$ cat src/rtl/adc_acq_pkg.sv
// Shared definitions for the two-channel ADC acquisition sequencer:
// FSM state encoding, channel constants, default read timeout and a
// counter-width helper.
package adc_acq_pkg;

  typedef enum logic [2:0] {
    ST_IDLE     = 3'd0,
    ST_START    = 3'd1,
    ST_WAIT_EOR = 3'd2,
    ST_PAIR     = 3'd3,
    ST_WAIT_PER = 3'd4
  } state_t;

  localparam logic CH0 = 1'b0;
  localparam logic CH1 = 1'b1;

  localparam int unsigned DefaultTimeout = 4096;

  // Bits needed to hold the value n-1 (at least one bit).
  function automatic int unsigned cnt_width(input int unsigned n);
    return (n > 1) ? $clog2(n) : 1;
  endfunction

endpackage

$ cat src/rtl/adc_acq_seq_period_cnt.sv
// period_cnt: loadable down-counter with a zero flag. Saturates at zero.
// Used for the inter-pair idle period and for the optional read timeout.
module period_cnt #(
  parameter int unsigned Width = 8
) (
  input  logic             clk,
  input  logic             rst,
  input  logic             load,
  input  logic [Width-1:0] load_val,
  input  logic             dec,
  output logic             zero
);

  logic [Width-1:0] cnt;

  // Load takes priority over decrement; hold once zero is reached.
  always_ff @(posedge clk or posedge rst) begin
    if (rst) begin
      cnt <= '0;
    end else if (load) begin
      cnt <= load_val;
    end else if (dec && (cnt != '0)) begin
      cnt <= cnt - 1'b1;
    end
  end

  assign zero = (cnt == '0);

endmodule

$ cat src/rtl/adc_acq_seq.sv
// adc_acq_seq: acquisition sequencer for the two-channel ADC path.
// Issues start-read pulses, alternates channel 0 / channel 1, accumulates
// 2^AvgLog2 pairs and presents both truncated averages with a valid pulse.
// Optional read timeout with retry is compiled in by ADC_ACQ_TIMEOUT_EN.
module adc_acq_seq
  import adc_acq_pkg::*;
#(
  parameter int unsigned Width         = 12,
  parameter int unsigned AvgLog2       = 3,
  parameter int unsigned PeriodCycles  = 1000,
  parameter int unsigned TimeoutCycles = DefaultTimeout
) (
  input  logic             clk_i,
  input  logic             rst_i,
  input  logic             en_i,
  input  logic [Width-1:0] din_i,
  input  logic             eor_i,
  output logic             strr_o,
  output logic             ch_o,
  output logic [Width-1:0] ch0_o,
  output logic [Width-1:0] ch1_o,
  output logic             valid_o,
  output logic             busy_o,
  output logic             err_o
);

  localparam int unsigned AccW = Width + AvgLog2;
  localparam int unsigned PcW  = (AvgLog2 > 0) ? AvgLog2 : 1;
  localparam int unsigned PerW = cnt_width(PeriodCycles);
  localparam logic [PcW-1:0] PairMax = PcW'((1 << AvgLog2) - 1);

  if (AvgLog2 > 6 || PeriodCycles < 1 || TimeoutCycles < 1) begin : g_bad_cfg
    $error("adc_acq_seq: illegal parameter set");
  end

  state_t          state;
  logic [AccW-1:0] acc0;
  logic [AccW-1:0] acc1;
  logic [PcW-1:0]  pair_cnt;
  logic            per_zero;

  period_cnt #(
    .Width(PerW)
  ) u_per_cnt (
    .clk      (clk_i),
    .rst      (rst_i),
    .load     (state == ST_PAIR),
    .load_val (PerW'(PeriodCycles - 1)),
    .dec      (state == ST_WAIT_PER),
    .zero     (per_zero)
  );

`ifdef ADC_ACQ_TIMEOUT_EN
  localparam int unsigned ToW = cnt_width(TimeoutCycles);
  logic to_zero;

  // Armed in START, runs down while waiting for the end-of-read strobe.
  period_cnt #(
    .Width(ToW)
  ) u_to_cnt (
    .clk      (clk_i),
    .rst      (rst_i),
    .load     (state == ST_START),
    .load_val (ToW'(TimeoutCycles - 1)),
    .dec      (state == ST_WAIT_EOR),
    .zero     (to_zero)
  );
`else
  assign err_o = 1'b0;
`endif

  // Sequencer FSM; all outputs registered. strr_o/busy_o are set on the
  // edge that enters the state they describe so they line up with it.
  always_ff @(posedge clk_i or posedge rst_i) begin
    if (rst_i) begin
      state    <= ST_IDLE;
      strr_o   <= 1'b0;
      ch_o     <= CH0;
      ch0_o    <= '0;
      ch1_o    <= '0;
      valid_o  <= 1'b0;
      busy_o   <= 1'b0;
      acc0     <= '0;
      acc1     <= '0;
      pair_cnt <= '0;
`ifdef ADC_ACQ_TIMEOUT_EN
      err_o    <= 1'b0;
`endif
    end else begin
      strr_o  <= 1'b0;
      valid_o <= 1'b0;
`ifdef ADC_ACQ_TIMEOUT_EN
      err_o   <= 1'b0;
`endif
      unique case (state)
        ST_IDLE: begin
          acc0     <= '0;
          acc1     <= '0;
          pair_cnt <= '0;
          ch_o     <= CH0;
          if (en_i) begin
            state  <= ST_START;
            strr_o <= 1'b1;
            busy_o <= 1'b1;
          end
        end
        ST_START: begin
          state <= ST_WAIT_EOR;
        end
        ST_WAIT_EOR: begin
          if (eor_i) begin
            if (ch_o == CH0) begin
              acc0   <= acc0 + AccW'(din_i);
              ch_o   <= CH1;
              state  <= ST_START;
              strr_o <= 1'b1;
            end else begin
              acc1  <= acc1 + AccW'(din_i);
              state <= ST_PAIR;
            end
          end
`ifdef ADC_ACQ_TIMEOUT_EN
          else if (to_zero) begin
            err_o  <= 1'b1;
            state  <= ST_START;
            strr_o <= 1'b1;
          end
`endif
        end
        ST_PAIR: begin
          if (pair_cnt == PairMax) begin
            ch0_o    <= acc0[AccW-1:AvgLog2];
            ch1_o    <= acc1[AccW-1:AvgLog2];
            valid_o  <= 1'b1;
            acc0     <= '0;
            acc1     <= '0;
            pair_cnt <= '0;
          end else begin
            pair_cnt <= pair_cnt + 1'b1;
          end
          ch_o  <= CH0;
          state <= ST_WAIT_PER;
        end
        ST_WAIT_PER: begin
          if (per_zero) begin
            if (en_i) begin
              state  <= ST_START;
              strr_o <= 1'b1;
            end else begin
              // Leaving for IDLE drops any partial average.
              state    <= ST_IDLE;
              busy_o   <= 1'b0;
              acc0     <= '0;
              acc1     <= '0;
              pair_cnt <= '0;
            end
          end
        end
        default: begin
          state  <= ST_IDLE;
          busy_o <= 1'b0;
        end
      endcase
    end
  end

endmodule

$ cat config.mk
export PLATFORM = sky130hd
export DESIGN_NAME = adc_acq_seq
export DESIGN_NICKNAME = d
export VERILOG_FILES = /design/src/rtl/adc_acq_pkg.sv /design/src/rtl/adc_acq_seq_period_cnt.sv /design/src/rtl/adc_acq_seq.sv
export SDC_FILE = /design/constraint.sdc
export NUM_CORES = 1
export LEC_CHECK = 0
export CAP_MARGIN = 20
export CORE_ASPECT_RATIO = 1.25
export CORE_MARGIN = 2
export CORE_UTILIZATION = 57
export DETAILED_ROUTE_END_ITERATION = 12
export GPL_TIMING_DRIVEN = 0
export PLACE_DENSITY = 0.81
export SLEW_MARGIN = 20
export SYNTH_ARGS = -nofsm -noshare
export SYNTH_HDL_FRONTEND = slang
export SYNTH_SLANG_ARGS = --single-unit
$ cat constraint.sdc
create_clock -name clk_i -period 2.63 [get_ports clk_i]
set_input_delay 0.3945 -clock clk_i [delete_from_list [all_inputs] [get_ports clk_i]]
set_output_delay 0.3945 -clock clk_i [all_outputs]
set_load 0.01 [all_outputs]
=== Word level (Yosys, flattened, before mapping) ===
Cells that the tools add are included.

* Bits in registers: 74
* Bits of input ports: 16
* Output and inout bits: 29
* Word-level logic and storage cells: 79

* Add/subtract/negate cells: 4
* Equal/unequal tests: 12
* Muxes and demuxes: 34
* Bitwise gates (word level): 1
* Reduce and logical (&&, ||, !) cells: 17

{| class="wikitable"
|+ Operators with widths
! kind !! number
|-
| 15-bit case mux with 4 select lines || 2
|-
| 15-bit 2-to-1 mux || 7
|-
| 15-bit by 12-bit adder with 15-bit output || 2
|-
| 10-bit 2-to-1 mux || 2
|-
| 3-bit 2-to-1 mux || 6
|-
| 3-bit case mux with 5 select lines || 1
|-
| 2-bit inequality test (second input constant) || 7
|-
| 6-bit AND reduction || 2
|-
| 1-bit 2-to-1 mux || 11
|-
| 10-bit logical NOT || 1
|-
| 10-bit nonzero test || 1
|-
| 10-bit by 1-bit subtractor with 10-bit output (second input constant) || 1
|-
| 3-bit case mux with 3 select lines || 1
|-
| 3-bit by 2-bit equality test with 1-bit output (second input constant) || 2
|-
| 3-bit equality test (second input constant) || 2
|-
| 1-bit case mux with 3 select lines || 2
|-
| 3-bit AND reduction || 2
|-
| 2-bit AND reduction || 2
|-
| 4-bit AND reduction || 1
|-
| 2-bit nonzero test || 2
|-
| 4-bit nonzero test || 1
|-
| 3-bit by 1-bit adder with 3-bit output (second input constant) || 1
|-
| 3-bit by 1-bit equality test with 1-bit output (second input constant) || 1
|-
| 3-bit logical NOT || 1
|-
| other kinds (7) || 7
|}

=== Logic depth before layout (Yosys ltp) ===
* Depth after elaboration: 4
* Mapped depth: 10
* Gate-level depth less buffers: 9

=== By module ===
A second synthesis with hierarchy kept.

* Cells, all modules: 509
* Area total of the unflattened synthesis: 4521.8 sq um

{| class="wikitable"
|+ By module, submodules not included
! module !! instances !! cells an instance !! area each (sq um) !! seq. area each (sq um)
|-
| adc_acq_seq || 1 || 434 || 3866.2 || 1601.5
|-
| period_cnt || 1 || 75 || 655.6 || 250.2
|}

=== Worst setup path before layout ===
OpenSTA, ideal clock, no wires.

* Path type: input port to flip-flop
* From: in din_i[0]
* To: reg acc0[10]
* Setup time: 0.121 ns
* Arrival: 2.255 ns
* Data required time: 2.509 ns
* Path slack: 0.254 ns
* Stages on the path: 9
* Buffers on the path: 0
* Cells stage by stage: ha_1 -> fa_1 -> a21o_1 -> a41o_1 -> nor4_1 -> o21bai_1 -> a21oi_1 -> xnor2_1 -> a22o_1

* Cells in the longest elaborated chain, start to end: 4

{| class="wikitable"
|+ RTL lines
! element !! RTL line !! text
|-
| from (decl) || adc_acq_seq.sv:16 || <nowiki>input logic [Width-1:0] din_i,</nowiki>
|-
| 15-bit by 12-bit adder with 15-bit output || adc_acq_seq.sv:113 || <nowiki>acc0 <= acc0 + AccW'(din_i);</nowiki>
|-
| 15-bit 2-to-1 mux || adc_acq_seq.sv:112 || <nowiki>if (ch_o == CH0) begin</nowiki>
|-
| 15-bit 2-to-1 mux || adc_acq_seq.sv:111 || <nowiki>if (eor_i) begin</nowiki>
|-
| 15-bit case mux with 4 select lines || adc_acq_seq.sv:95 || <nowiki>unique case (state)</nowiki>
|-
| to (signal assigned) || adc_acq_seq.sv:113 ||
|-
| to (decl) || adc_acq_seq.sv:37 || <nowiki>logic [AccW-1:0] acc0;</nowiki>
|}

No other way between the ends. The select of a mux whose other input is x is not followed.
A chain may end at the register's enable or synchronous reset.

=== Worst setup path after layout ===
* From: in din_i[0]
* To: reg acc0[14]

The elaborated chain is that of the path after synthesis.

==> impl_results.md <==
- Status: completed
- Max_slew headroom: 0.620
- Largest net degree at the start of global routing: 60
- Pre-antenna DRT Iters: 4
- R2r setup slk: between 200 and 250 ps
- IO Port Bufs: between 40 and 50
- Setup CP Type: in -> reg
- RSZ-0062 raised after global routing: yes
- GR peak layer: met2
- Final-report hold violation count: 0
- Synth Cell Area: 4100 um2
- ANT cells: 0
- GP Congestion: about 0.86
- Worst min-delay path class: in -> async
- Startpoint Class: primary input
- Latest clock arrival within the worst-skew pair: between 300 and 400 ps
- Layout cells sized above 1: 0.0780
- Vias: between 3000 and 4000
- Reg2reg end: acc0[10]$_DFFE_PP0P_
- # Max-Cap Violations: 0
- Setup bufs post-CTS: 0
- GRT Total Usage: 0.246
- Primary FF master, synth: dfrtp_1
- Root buf cell: clkbuf_8
- Final min period: roughly 2600 ps
- Worst setup startpoint: din_i[0]
- Syn Nets: between 400 and 500
- CTS tree: done
- Required time worst endpoint: 2900 ps
- Max-slew violation count: 0
- Grt total ovfl: 0
- Initial antenna violation count: 0
- Total core area: ~7000 um2
- Critical path endpoint category: flop
- Synthesis-stage register bit count: 74
- Clk slew on worst S/H paths: approximately 80 ps
- Met2 usage: 0.420
- Num CTS Buffers: 9
- Starting Density: 0.588
- Clock buffer depth: 2
- Crit Path Max Fanout: 4
- Power density over cell area: ~900 nW/um2
- Yosys warns: 0
- HPWL Detailed: 6.55 mm
- Arr. time, crit path: 2900 ps
- Number of synthesized flops with an enable pin: 0
- Met1 Use GR: 0.312
- Die H: 98.8 um
- Fraction of registers with async set/reset: 1.00
- Die ar.: roughly 7900 um2
- Final TNS setup: 0 ps
- Fin Clk Skew: roughly 10 ps
- Final nets: about 530
- Setup-failing EPs final: 0
- First-pass GRT wire length: between 15 and 20 mm
- Die Width: about 80 um
- Post-route antenna net violation count: 0
- # hold bufs at CTS: 0
- Starting DRT DRC Count: roughly 210
- IO Count: 45
- Area Overhead vs Synth: 20.6%
- Number of global-route vias before repair: about 3300
- Leak: ~0.0024 uW
- Peak VDD IR: roughly 0.6 mV
- DP Area: ~4700 um2
- Period utilisation layout: 0.998
- F_max: around 0.38 GHz
- Worst-Margin Slew: 571 ps
- Grt met3 use: 0.0412
- Post-layout instance area: between 4000 and 5000 um2
- Clock Sinks: 74
- CTS resizes: 1
- CTS H-tree depth: 3
- Reg2reg path depth: 9
- Syn Area/Cell: approximately 9.6 um2
- DRC: 0
- Total Wirelength: about 9.2 mm
- Yosys cell types: 58
- Post-synthesis sequential area ratio: 0.451
- Syn Inst Count: roughly 430
- Critical R2R Launch: acc0[0]$_DFFE_PP0P_
- Rows: 34
- Vias/cell: 5.76
- Drt wl/cell: between 15 and 20 um
==> how the worst max path moves through the flow <==
stage                      endpoint  slack [ps]
6_report       acc0[14]$_DFFE_PP0P_           5
5_1_grt        acc0[14]$_DFFE_PP0P_         -60
4_1_cts        acc1[11]$_DFFE_PP0P_          10
3_5_place_dp   acc0[14]$_DFFE_PP0P_        -500
3_3_place_gp   ch0_o[1]$_DFFE_PP0P_        -830
2_1_floorplan  acc0[10]$_DFFE_PP0P_         250
==> critical path: stages <==
cell	delay [ps]
clkdlybuf4s50_1	500
ha_1	220
fa_1	230
a21o_1	150
a41o_1	220
nor4_2	60
nor3_1	290
o22ai_2	140
or4_1	500
a21oi_1	180
==> power by group <==
| group | internal (uW) | total [uW] | leakage [uW] | switching, uW |
|---|---|---|---|---|
| combinational | 772 | 1770 | 0.00133 | 1000 |
| sequential | 1370 | 1600 | 0.000987 | 230 |
| clock | 634 | 1080 | 0.000121 | 442 |
==> per-layer routing <==
layer  up-vias  part of all wire
li1       1613                 -
met1      1622              0.44
met2        70              0.51
met3        18             0.029
met4         0             0.021
met5         -                 0
==> registers in the layout, summed over array words and instances, names as in the netlist <==
name	flops
acc0	15
acc1	15
ch0_o	12
ch1_o	12
u_per_cnt.cnt	10
pair_cnt	3
state	3
busy_o	1
ch_o	1
strr_o	1
valid_o	1
==> cell usage after synthesis (3+ instances only) <==
master / number / area, um2
nand2_1: 103 / 387
clkbuf_1: 5 / 18.8
xor2_1: 8 / 70.1
or3_1: 5 / 31.3
nor4_1: 3 / 18.8
ha_1: 28 / 350
inv_1: 6 / 22.5
xnor2_1: 17 / 149
nor3_1: 7 / 35.0
dfrtp_1: 74 / 1850
buf_4: 4 / 30.0
o211ai_1: 4 / 30.0
nor2_1: 21 / 78.8
o21ai_1: 3 / 15.0
a21oi_1: 18 / 90.1
nand3_1: 10 / 50.1
or4_1: 5 / 37.5
a21o_1: 9 / 67.6
o31ai_1: 3 / 22.5
a22o_1: 24 / 210
nand2b_1: 5 / 31.3
o21ai_0: 12 / 60.1
nor2b_1: 11 / 68.8
==> kinds of logic after synthesis <==
kind of cell,count (synthesis),share of synthesized area
compound gates,95,0.167
xor+xnor,25,0.0534
fa+ha+maj,30,0.0952
buf+inv,20,0.0232
flops,74,0.451
mux,1,0.00275
other cells,1,0.000914
simple gates,181,0.207
==> cells in the final DEF (no fill, tap or decap), types with 9 or more instances in the layout <==
master	netlist	final
nand2_1	103	103
dfrtp_1	74	74
clkdlybuf4s50_1	0	42
ha_1	28	28
a22o_1	24	24
nor2_1	21	21
a21oi_1	18	17
xnor2_1	17	17
o21ai_0	12	12
nor2b_1	11	11
nand3_1	10	10
a21o_1	9	9
clkbuf_8	0	9
==> layout make-up <==
| class | count | area [um2] |
|---|---|---|
| Timing Repair Buffer | 44 | 460 |
| Buffer | 13 | 66.3 |
| Clock inverter | 6 | 113 |
| Inverter | 7 | 31.3 |
| Fill cell | 524 | 2030 |
| Tap cell | 90 | 113 |
| Multi-Input combinational cell | 333 | 2180 |
| Sequential cell | 74 | 1850 |
| Clock buffer | 10 | 128 |
==> per-stage QoR <==
step                hold slack (ps)  setup slack [ps]  std cells   util  power (uW)
finish                          325              4.71        577  0.709        4450
CTS                             326              9.64        577  0.705        4440
floorplan                       452               254        427      -        2910
global route                    356             -56.8        577  0.709        4760
detailed placement              461              -496        561  0.670        3340
global placement                461              -827        560  0.666        3260
Note: power is estimated with default switching activity, not from simulation.
